## src/rtl/count_arbiter_if.sv

```systemverilog
// Requester-side bundle for the shared step counter:
// request/target lines in, grant/done/counter value out.
interface count_arbiter_if #(
    parameter int WIDTH = 4
);
    logic [1:0]       req;
    logic [WIDTH-1:0] tgt0;
    logic [WIDTH-1:0] tgt1;
    logic [1:0]       gnt;
    logic             busy;
    logic [1:0]       done;
    logic [WIDTH-1:0] Q;

    modport master (
        output req,
        output tgt0,
        output tgt1,
        input  gnt,
        input  busy,
        input  done,
        input  Q
    );

    modport slave (
        input  req,
        input  tgt0,
        input  tgt1,
        output gnt,
        output busy,
        output done,
        output Q
    );
endinterface

```

## src/rtl/count_arbiter.sv

```systemverilog
// Two-way round-robin owner of a saturating 0..MAXV step counter.
// A grant runs Q from 0 up to the latched target, then pulses done.
module count_arbiter #(
    parameter int MAXV  = 9,
    parameter int WIDTH = 4
) (
    input logic           clk,
    input logic           rst,
    count_arbiter_if.slave bus
);
    typedef enum logic [1:0] {
        IDLE,
        COUNT,
        DONE
    } state_t;

    localparam logic [WIDTH-1:0] MAXQ = WIDTH'(MAXV);

    state_t           state;
    logic             owner;
    logic             last;
    logic [WIDTH-1:0] tgt_r;
    logic [WIDTH-1:0] q;
    logic [1:0]       gnt;
    logic [1:0]       done;
    logic             busy;

    logic             any;
    logic             win;
    logic [WIDTH-1:0] sel;
    logic [WIDTH-1:0] clamp;
    logic [1:0]       onehot;

    // On a tie the requester that did not own last time wins.
    always_comb begin
        any    = |bus.req;
        win    = (bus.req == 2'b11) ? ~last : bus.req[1];
        sel    = win ? bus.tgt1 : bus.tgt0;
        clamp  = (sel > MAXQ) ? MAXQ : sel;
        onehot = win ? 2'b10 : 2'b01;
    end

    always_ff @(posedge clk) begin
        if (!rst) begin
            state <= IDLE;
            owner <= 1'b0;
            last  <= 1'b1;
            tgt_r <= '0;
            q     <= '0;
            gnt   <= 2'b00;
            done  <= 2'b00;
            busy  <= 1'b0;
        end else begin
            unique case (state)
                IDLE: begin
                    done <= 2'b00;
                    if (any) begin
                        owner <= win;
                        tgt_r <= clamp;
                        q     <= '0;
                        gnt   <= onehot;
                        busy  <= 1'b1;
                        state <= COUNT;
                    end
                end
                COUNT: begin
                    if (!bus.req[owner]) begin
                        gnt   <= 2'b00;
                        last  <= owner;
                        busy  <= 1'b0;
                        state <= IDLE;
                    end else if (q == tgt_r) begin
                        gnt   <= 2'b00;
                        done  <= gnt;
                        last  <= owner;
                        state <= DONE;
                    end else if (q < MAXQ) begin
                        q <= q + WIDTH'(1);
                    end
                end
                DONE: begin
                    done  <= 2'b00;
                    busy  <= 1'b0;
                    state <= IDLE;
                end
                default: begin
                    gnt   <= 2'b00;
                    done  <= 2'b00;
                    busy  <= 1'b0;
                    state <= IDLE;
                end
            endcase
        end
    end

    assign bus.gnt  = gnt;
    assign bus.done = done;
    assign bus.busy = busy;
    assign bus.Q    = q;
endmodule

```

## src/flat_wrapper.sv

```systemverilog
// flat-port wrapper written by rule: the top's interface ports become plain ports
module count_arbiter_flat 
#(
    parameter int MAXV  = 9,
    parameter int WIDTH = 4
)
  (clk, rst, bus_req, bus_tgt0, bus_tgt1, bus_gnt, bus_busy, bus_done, bus_Q);
  count_arbiter_if #(.WIDTH(WIDTH)) bus_i ();
  input logic clk;
  input logic rst;
  input wire logic [$bits(bus_i.req)-1:0] bus_req;
  input wire logic [$bits(bus_i.tgt0)-1:0] bus_tgt0;
  input wire logic [$bits(bus_i.tgt1)-1:0] bus_tgt1;
  output wire logic [$bits(bus_i.gnt)-1:0] bus_gnt;
  output wire logic [$bits(bus_i.busy)-1:0] bus_busy;
  output wire logic [$bits(bus_i.done)-1:0] bus_done;
  output wire logic [$bits(bus_i.Q)-1:0] bus_Q;
  assign bus_i.req = bus_req;
  assign bus_i.tgt0 = bus_tgt0;
  assign bus_i.tgt1 = bus_tgt1;
  assign bus_gnt = bus_i.gnt;
  assign bus_busy = bus_i.busy;
  assign bus_done = bus_i.done;
  assign bus_Q = bus_i.Q;
  count_arbiter #(.MAXV(MAXV), .WIDTH(WIDTH)) u_core (.clk(clk), .rst(rst), .bus(bus_i));
endmodule
```

## config.mk

```make
export PLATFORM = sky130hd
export DESIGN_NAME = count_arbiter_flat
export DESIGN_NICKNAME = d
export VERILOG_FILES = /design/src/rtl/count_arbiter_if.sv /design/src/rtl/count_arbiter.sv /design/src/flat_wrapper.sv
export SDC_FILE = /design/constraint.sdc
export NUM_CORES = 1
export LEC_CHECK = 0
export CAP_MARGIN = 30
export CORE_MARGIN = 5
export CORE_UTILIZATION = 30
export DETAILED_ROUTE_END_ITERATION = 6
export GPL_TIMING_DRIVEN = 1
export PLACE_DENSITY = 0.53
export SLEW_MARGIN = 20
export SYNTH_ARGS = -nofsm -noshare
export SYNTH_HDL_FRONTEND = slang
export SYNTH_SLANG_ARGS = --single-unit
```

## constraint.sdc

```tcl
create_clock -name clk -period 2 [get_ports clk]
set_input_delay 0.3 -clock clk [delete_from_list [all_inputs] [get_ports clk]]
set_output_delay 0.3 -clock clk [all_outputs]
set_load 0.1 [all_outputs]
```

======== Yosys cells after proc, flatten, opt, wreduce, memory -nomap -nowiden ========
Index checks and enable logic that the tools add are counted.
Widths: inputs -> output; s select.
storage, ports and cells
  word-level logic and storage cells ...... 60
  bits in latches ......................... 0
  output and inout bits ................... 9
  ROM bits ................................ 0
  input port bits ......................... 12
  memories kept ........................... 0
  RAM bits ................................ 0
  flip-flop bits (word level) ............. 17
cells by class
  add/sub/neg operators ................... 1
  $mul .................................... 0
  reductions and logical operators ........ 11
  shift operators ......................... 0
  $lt $le $gt $ge ......................... 3
  eq/ne operators ......................... 11
  div/mod/pow operators ................... 0
  bitwise gates (word level) .............. 2
  mux-type cells .......................... 24
operators by type and width
  cell                 count
  $mux 4               6
  $mux 2               7
  $reduce_and 2->1     6
  $pmux 4 s2           1
  $mux 1               7
  $ne 2x1->1 const B   3
  $ne 2x2->1 const B   3
  $pmux 2 s3           1
  $reduce_and 5->1     1
  $add 4x1->4 const B  1
  $eq 2x2->1 const B   2
  $eq 4x4->1           1
  $gt 4x4->1 const B   1
  $lt 4x4->1 const B   1
  $pmux 2 s2           1
  $ne 3x3->1 const B   1
  $reduce_and 3->1     1
  $eq 2x1->1 const B   1
  $logic_not 2->1      1
  $lt 1x2->1 const B   1
  $not 1->1            2
  $pmux 1 s2           1
  $reduce_bool 2->1    1
  $reduce_or 2->1      1

======== Longest topological paths before layout ========
Gate-level depths: netlist (run 1).
  word-level depth ........................ 5
  gate-level depth with buffers ........... 6

======== Worst setup path after synthesis (run 1) ========
Ideal clock, no wire load.
  kind .................................... flip-flop to flip-flop
  start point ............................. register u_core.q[0] (netlist: u_core.bus.Q[0])
  end point ............................... register u_core.q[2] (netlist: u_core.bus.Q[2])
  setup time .............................. 0.060 ns
  required time ........................... 1.940 ns
  slack ................................... -0.103 ns
  data arrival time ....................... 2.043 ns
  buffers on the path ..................... 0
  cell stages (with the launch flop) ...... 7
  path through ............................ dfxtp_1 -> inv_1 -> ha_1 -> or2b_2 -> a21oi_2 -> a311oi_1 -> a41o_1
on the way
  cells in the longest elaborated chain, start to end .. 5
ends and longest elaborated chain
  element                 line                 RTL
  start, declared         count_arbiter.sv:23  logic [WIDTH-1:0] q;
  start signal, assigned  count_arbiter.sv:78  q <= q + WIDTH'(1);
  $add 4x1->4             count_arbiter.sv:78
  $mux 4                  count_arbiter.sv:77  end else if (q < MAXQ) begin
  $mux 4                  count_arbiter.sv:72  end else if (q == tgt_r) begin
  $mux 4                  count_arbiter.sv:67  if (!bus.req[owner]) begin
  $pmux 4 s2              count_arbiter.sv:54  unique case (state)
Parallel ways exist; a longest one is shown, timed or not. The select of a mux whose other input is x is not followed.
A chain may end at the register's enable or synchronous reset.

======== Final worst setup path (run 1) ========
  start point ............................. register u_core.q[1] (netlist: u_core.bus.Q[1])
  end point ............................... register u_core.q[2] (netlist: u_core.bus.Q[2])
The elaborated chain is that of the path after synthesis.

==> flow_metrics.tcl, run 1 <==
set metrics [dict create \
    max_cap_violations 0 \
    die_h_um 65.0 \
    cts_hold_buf 0 \
    cts_sinks 17 \
    drt-total-wl_um 2290 \
    die_area_um2 4230 \
    drive_gt1_share_pct 22.3 \
    start_util_pct 30.5 \
    nFillCells 307 \
    grt_pass1_vias 862 \
    synth.top_cell.area_share_pct 37.5 \
    synth_most_common_cell "dfxtp_1" \
    min_from "u_core.tgt_r[0]" \
    register_area_um2 345 \
    multi_input_area_um2 528 \
    report.final.slew_viol_count 0 \
    crit_path_start_kind "flop" \
    finalSetupViolCount 0 \
    cts_htree_levels 1 \
    clkSlewWorstSetupHoldPaths_ns 0.11 \
    max_freq_mhz 631 \
    antenna_found_initial 0 \
    nNetsFinal 145 \
    tightest_slew_ns 0.400 \
    vdd_drop_max_uv 205 \
    rows 20 \
    clkLatencyLatePin_ns 0.29 \
    yosys.area.top_type "dfxtp_1" \
    cp_slowest_cell "dfxtp_2" \
    fp.dieW_um 65.0 \
    synth-seq-area-share_pct 37.5 \
    syn_avg_cell_area_um2 8.91 \
    reg2reg_depth 6 \
    critical_path.top_delay_family "compound AO/OA/AOI/OAI gates" \
    holdWs_ns 0.492 \
    routabilityCongestion 0.804 \
    synth_ff_type "dfxtp_1" \
    detail_route.wl_per_cell_um 14.1 \
    async_flop_share_pct 0 \
    syn_nets 116 \
    viasPerCell 5.27 \
    first_pass_iters 4 \
    post-route-drc-count 0 \
    cp_num_buf_inv 1 \
    rrSetupSlack_ns 0.42 \
    worstSetupPathType "reg -> reg" \
    hold_viol 0 \
    finalSetupTns_ns 0 \
    hpwl_um 1790 \
    track_usage_pct 11.7 \
    r2r-start "u_core.bus.Q[1]" \
    post-cts-setup-buffers 0 \
    yosysWarnings 0 \
    port-buffer-count 20 \
    synth_area_um2 908 \
    min_period_ns 1.58 \
    worstPathRequired_ns 2.19 \
    hold_class "reg -> reg" \
    end_kind "flop" \
    path_cells "inv_1 > ha_1 > or2b_2 > a21oi_2 > a311oi_1 > a41o_1" \
    grt_start_max_net_pins 11 \
    syn-instance-count 102 \
    rsz0062_at_grt "false" \
    num_antenna_cells 0 \
    stdcell_area_um2 1180 \
    finalClockSkew_ns 0.000988 \
    critPathMaxStageDelay_ns 0.36 \
    synth_common_cells "dfxtp_1 (17), nor2_1 (11), inv_1 (7), nand2_1 (7), o21ai_0 (6)" \
    synth_edf_count 0 \
    numCtsBuffers 3 \
    r2r_end "u_core.bus.Q[2]" \
    crit_cells 6 \
    status "finished, final reports clean" \
    min_to "u_core.tgt_r[0]" \
    grt_pass1_wl_um 3850 \
    place_area_um2 1160 \
    ant_nets 0 \
    drtIter0Drc 21 \
    cp_max_fo 5 \
    worstPathArrival_ns 1.78 \
    power.density_nw_per_um2 712 \
    coreArea_um2 2980 \
    relSlewSlack_pct 72.6 \
    leakage_nw 0.438 \
    cts.path.max_buffers 2 \
    cts_resized 0 \
    grt_overflow 0 \
    synth_seq_cells 17 \
    cts_tree "built" \
    synth_area_leaders "dfxtp_1 (37%), nor2_1 (4.5%), xnor2_1 (3.9%)" \
    vias 859 \
    synth_cell_types 37 \
    io_pins 21 \
    min_delay_path_depth 2 \
    cts_root_buffer "clkbuf_4" \
    finalCritPeriodShare_pct 79.2 \
    area_growth_pct 30.2 \
]
[per-stage QoR]
step | instances | total power, mW | util (%) | worst slack, ns
final | 163 | 0.842 | 39.7 | 0.416
after global routing | 163 | 0.887 | 39.7 | 0.260
after CTS | 163 | 0.849 | 39.7 | 0.419
after detailed placement | 159 | 0.656 | 38.8 | 0.129
after global placement | 159 | 0.654 | 38.8 | 0.146
after floorplan | 102 | 0.571 | - | 0.277
[state kept, by name, summed over array words and instances, names as in the netlist]
signal           cells
u_core.owner         1
u_core.bus.busy      1
u_core.bus.gnt       2
u_core.tgt_r         4
u_core.last          1
u_core.bus.Q         4
u_core.bus.done      2
u_core.state         2
[worst max-delay path by stage]
stage | from | end | slack, ns
after floorplan | u_core.bus.Q[1] | u_core.bus.Q[2] | 0.28
after global routing | bus_req[0] | u_core.last | 0.26
final | u_core.bus.Q[1] | u_core.bus.Q[2] | 0.42
after CTS | u_core.bus.Q[1] | u_core.bus.Q[2] | 0.42
after global placement | bus_req[0] | u_core.last | 0.15
after detailed placement | bus_req[0] | u_core.last | 0.13
[worst register-to-register path, cell delays in order (launching register included)]
cell	delay, ns
dfxtp_2	0.36
inv_1	0.11
ha_1	0.15
or2b_2	0.30
a21oi_2	0.23
a311oi_1	0.13
a41o_1	0.22
[cell families (layout without fill, tap and decap cells)]
family | Yosys count | in the layout | synth area share [%]
and+or+nand+nor | 37 | 37 | 20.9
xor gates and xnor gates | 4 | 4 | 3.86
AOI/OAI and AO/OA | 31 | 31 | 27.1
adders and majority gates | 2 | 2 | 2.75
DFF | 17 | 17 | 37.5
muxes | 3 | 3 | 3.44
buffers and inverters | 8 | 36 | 4.41
[layout by cell type, fill, tap and decap left out, types with 2 or more instances in the layout]
cell / count
buf_4: 14
dfxtp_1: 13
nor2_1: 11
clkdlybuf4s50_1: 11
inv_1: 7
nand2_1: 7
o21ai_0: 6
nor3_1: 5
a21oi_1: 5
xnor2_1: 4
dfxtp_2: 4
nand3_1: 3
a311oi_1: 3
clkbuf_4: 3
mux2i_1: 2
nor2b_1: 2
nor3b_1: 2
a211oi_1: 2
o211ai_1: 2
or2b_2: 2
ha_1: 2
[where the power goes]
group | internal [mW] | leakage (nW) | switching, mW | total, mW
clock network | 0.0775 | 0.0150 | 0.116 | 0.194
registers | 0.363 | 0.141 | 0.0263 | 0.390
logic | 0.104 | 0.282 | 0.154 | 0.258
[routing by layer]
| metal | global-route usage, % | wire [um] | vias up |
|---|---|---|---|
| li1 | - | - | 435 |
| met5 | 0 | 0 | - |
| met3 | 1.56 | 100 | 2 |
| met4 | 6.99 | 34 | 0 |
| met1 | 14.0 | 1040 | 400 |
| met2 | 19.9 | 1120 | 22 |
[final cells by class]
| cell class | count | area share, % |
|---|---|---|
| Multi-Input combinational cell | 77 | 44.7 |
| Inverter | 7 | 2.22 |
| Clock buffer | 4 | 2.22 |
| Sequential cell | 17 | 29.2 |
| Timing Repair Buffer | 25 | 18.2 |
| Tap cell | 33 | 3.49 |
Note: power is estimated with default switching activity, not from simulation.
==> run 2: changes to the inputs <==
Clock period 2 ns to 1.6 ns, I/O delays scaled along.
==> run 2 against run 1 <==
  * Via count increased by 0.23%
  * Utilization increased by 6.9 points
  * Critical path depth unchanged
  * Largest power group unchanged
==> flow_metrics.tcl, run 2 (same netlist as run 1, synthesis figures left out) <==
set metrics [dict create \
    nFillCells 289 \
    routabilityCongestion 0.793 \
    end_kind "flop" \
    worstPathRequired_ns 1.80 \
    report.final.slew_viol_count 0 \
    coreArea_um2 2980 \
    num_antenna_cells 0 \
    relSlewSlack_pct 72.3 \
    worstPathArrival_ns 1.69 \
    antenna_found_initial 0 \
    grt_overflow 0 \
    finalSetupTns_ns 0 \
    area_growth_pct 52.8 \
    vdd_drop_max_uv 277 \
    drive_gt1_share_pct 29.3 \
    dpl.cell_count 167 \
    grt_start_max_net_pins 10 \
    nNetsFinal 155 \
    start_util_pct 30.5 \
    cts_sinks 17 \
    status "finished, final reports clean" \
    drtIter0Drc 21 \
    leakage_nw 0.517 \
    max_cap_violations 0 \
    min_delay_path_depth 2 \
    r2r_end "u_core.bus.Q[2]" \
    vias 861 \
    reg2reg_depth 6 \
    ant_nets 0 \
    grt_pass1_wl_um 3680 \
    finalClockSkew_ns 0.00126 \
    numCtsBuffers 3 \
    rsz0062_at_grt "false" \
    clkLatencyLatePin_ns 0.29 \
    cp-endpoint "u_core.bus.Q[2]" \
    r2r-start "u_core.bus.Q[0]" \
    cts_htree_levels 1 \
    power_mw 1.10 \
    path_cells "inv_2 > ha_1 > or2b_2 > a21oi_4 > a311oi_1 > a41o_1" \
    mostFrequentLayoutCells "buf_4 (15), dfxtp_1 (13), nor2_1 (11), clkdlybuf4s50_1 (11), buf_12 (9)" \
    cp_max_fo 5 \
    worstSetupPathType "reg -> reg" \
    power.density_nw_per_um2 793 \
    rrSetupSlack_ns 0.11 \
    cts.path.max_buffers 2 \
    finalCritPeriodShare_pct 93.3 \
    crit_path_start_kind "flop" \
    fp.dieW_um 65.0 \
    clkSlewWorstSetupHoldPaths_ns 0.10 \
    rows 20 \
    viasPerCell 4.98 \
    post-route-drc-count 0 \
    hold_viol 0 \
    mostFrequentLayoutCell "buf_4" \
    first_pass_iters 4 \
    hpwl_um 1840 \
    cts_resized 0 \
    die_h_um 65.0 \
    max_freq_mhz 670 \
    critPathMaxStageDelay_ns 0.38 \
    cts_hold_buf 0 \
    cts_tree "built" \
    cp_slowest_cell "dfxtp_4" \
    timing.critical_path.from "u_core.bus.Q[0]" \
    holdWs_ns 0.470 \
    io_pins 21 \
    drt-total-wl_um 2260 \
    die_area_um2 4230 \
    multi_input_area_um2 536 \
    finalSetupViolCount 0 \
    post-cts-setup-buffers 0 \
    tightest_slew_ns 0.413 \
    port-buffer-count 20 \
    register_area_um2 355 \
    cts_root_buffer "clkbuf_4" \
    track_usage_pct 11.2 \
    detail_route.wl_per_cell_um 13.1 \
    hold_class "reg -> reg" \
    grt_pass1_vias 839 \
    utilization_pct 46.6 \
    finalNonFillerCells 173 \
    min_period_ns 1.49 \
]
run 2: final cells by class:
| cell class | instances | area share, % |
|---|---|---|
| multi-input cells | 77 | 38.6 |
| repair buffers | 35 | 29.0 |
| flip-flops and latches | 17 | 25.6 |
| well taps | 33 | 2.98 |
| clock buffers | 4 | 1.89 |
| inverters | 7 | 1.89 |
run 2: layer usage:
metal	up-vias	track usage, %	routed length (um)
met5	-	0	0
met4	0	6.22	46
met3	4	1.73	68
met2	15	19.2	1100
met1	383	13.3	1040
li1	459	-	-
run 2: worst max-delay path: cells and delay by family (launching register included):
family | cells | cell delay, ns
buf+inv | 1 | 0.07
simple gates | 1 | 0.31
compound gates | 3 | 0.49
fa+ha+maj | 1 | 0.13
flops | 1 | 0.38
run 2: power by group:
part | total, mW | switching (mW) | internal, mW
Combinational | 0.379 | 0.200 | 0.179
Sequential | 0.485 | 0.0373 | 0.448
Clock | 0.237 | 0.140 | 0.0971
Total | 1.10 | 0.378 | 0.723
run 2: through the flow:
stage          worst slack (ns)  instance area (um^2)
4_1_cts                  0.0554                  1370
6_report                  0.107                  1390
3_5_place_dp             -0.160                  1350
5_1_grt                0.000152                  1390
3_3_place_gp             -0.123                  1350
2_1_floorplan            0.0242                   931
run 2: worst min-delay path by stage:
stage | to | startpoint
6_report | u_core.tgt_r[0] | u_core.tgt_r[0]
5_1_grt | u_core.tgt_r[0] | u_core.tgt_r[0]
4_1_cts | u_core.tgt_r[0] | u_core.tgt_r[0]
3_5_place_dp | u_core.tgt_r[0] | u_core.tgt_r[0]
3_3_place_gp | u_core.tgt_r[0] | u_core.tgt_r[0]
2_1_floorplan | u_core.last | rst
==> run 3: changes to the inputs <==
Settings changed: CORE_MARGIN 5 to not set, CTS_CLUSTER_DIAMETER set to 30.
==> run 3 against run 2 <==
  * Critical path depth shrank 2
  * Combinational power is 4% lower
  * Register-to-register slack got worse by 0.05 ns
  * Via count decreased by 0.93%
  * Maximum frequency down 3.4%
  * Sequential power is essentially flat
  * Utilization rose by 1.7 points
  * Worst hold slack improved by 0.016 ns
  * Non-clock buffer count decreased by 4
  * Clock skew grew 0.00052 ns
==> flow_metrics.tcl, run 3 (same netlist as run 1, synthesis figures left out) <==
set metrics [dict create \
    ant_nets 0 \
    power_mw 1.09 \
    clkLatencyLatePin_ns 0.29 \
    drt-total-wl_um 2110 \
    vdd_drop_max_uv 293 \
    end_kind "flop" \
    mostFrequentLayoutCells "dfxtp_1 (13), nor2_1 (11), clkdlybuf4s50_1 (11), buf_4 (11), buf_12 (9)" \
    grt_overflow 0 \
    finalNonFillerCells 167 \
    io_pins 21 \
    detail_route.wl_per_cell_um 12.6 \
    antenna_found_initial 0 \
    grt_pass1_wl_um 3510 \
    power.density_nw_per_um2 801 \
    worstPathArrival_ns 1.75 \
    numCtsBuffers 3 \
    cts_sinks 17 \
    vias 853 \
    rows 19 \
    drtIter0Drc 21 \
    worstPathRequired_ns 1.80 \
    stdcell_area_um2 1360 \
    finalCritPeriodShare_pct 96.5 \
    holdWs_ns 0.485 \
    cts_hold_buf 0 \
    status "finished, final reports clean" \
    dpl.cell_count 163 \
    cts_root_buffer "clkbuf_4" \
    first_pass_iters 4 \
    drive_gt1_share_pct 27.2 \
    report.final.slew_viol_count 0 \
    port-buffer-count 20 \
    cts_htree_levels 1 \
    grt_pass1_vias 824 \
    grt_start_max_net_pins 10 \
    worstSetupPathType "reg -> reg" \
    hold_viol 0 \
    worst_slack_ns 0.0554 \
    area_growth_pct 49.2 \
    relSlewSlack_pct 70.8 \
    mostFrequentLayoutCell "dfxtp_1" \
    cts.path.max_buffers 2 \
    track_usage_pct 13.9 \
    max_freq_mhz 647 \
    utilization_pct 48.3 \
    nNetsFinal 151 \
    min_delay_path_depth 2 \
    fp.dieW_um 57.0 \
    place_area_um2 1330 \
    start_util_pct 32.4 \
    clkSlewWorstSetupHoldPaths_ns 0.10 \
    finalSetupViolCount 0 \
    reg2reg_depth 4 \
    tightest_slew_ns 0.435 \
    hold_class "reg -> reg" \
    finalClockSkew_ns 0.00178 \
    cts_tree "built" \
    place_ws_ns -0.194 \
    cp_max_fo 9 \
    hpwl_um 1710 \
    num_antenna_cells 0 \
    finalSetupTns_ns 0 \
    routabilityCongestion 0.812 \
    post-route-drc-count 0 \
    min_period_ns 1.54 \
    max_cap_violations 0 \
    coreArea_um2 2810 \
    crit_path_start_kind "flop" \
    rsz0062_at_grt "false" \
    post-cts-setup-buffers 0 \
    cts_resized 0 \
    die_area_um2 3250 \
    leakage_nw 0.497 \
    viasPerCell 5.11 \
    die_h_um 57.0 \
]
[run 3: path summary, 6_finish.rpt]
| kind | start | end | slack, ns |
|---|---|---|---|
| worst max-delay path | u_core.bus.Q[0] | u_core.bus.Q[1] | 0.06 |
| worst max register to register | u_core.bus.Q[0] | u_core.bus.Q[1] | 0.06 |
| worst min-delay path | u_core.tgt_r[0] | u_core.tgt_r[0] | 0.49 |
| worst min register to register | u_core.tgt_r[0] | u_core.tgt_r[0] | 0.49 |
[run 3: worst max-delay path, stage by stage, from the launching register on]
cell and delay, ns:
dfxtp_4 0.39, xnor2_1 0.39, a41oi_4 0.26, o22a_1 0.29, o32ai_2 0.13
[run 3: cell type report]
class,instances,area [um^2]
fillers,268,1450
repair buffers,31,373
inverters,7,26.3
well taps,31,38.8
flip-flops and latches,17,355
multi-input cells,77,536
clock buffers,4,26.3
[run 3: where the power goes]
| group | switching [mW] | total (mW) | leakage, nW | internal [mW] |
|---|---|---|---|---|
| Combinational | 0.195 | 0.363 | 0.339 | 0.168 |
| Sequential | 0.0370 | 0.485 | 0.143 | 0.448 |
| Clock | 0.141 | 0.238 | 0.0150 | 0.0969 |
[run 3: routing by layer]
metal,up-vias,GRT usage (%),part of all wire [%]
met3,2,2.04,2.9
li1,450,-,-
met5,-,0,0
met4,0,6.27,1.4
met2,18,23.9,48
met1,383,17.2,48
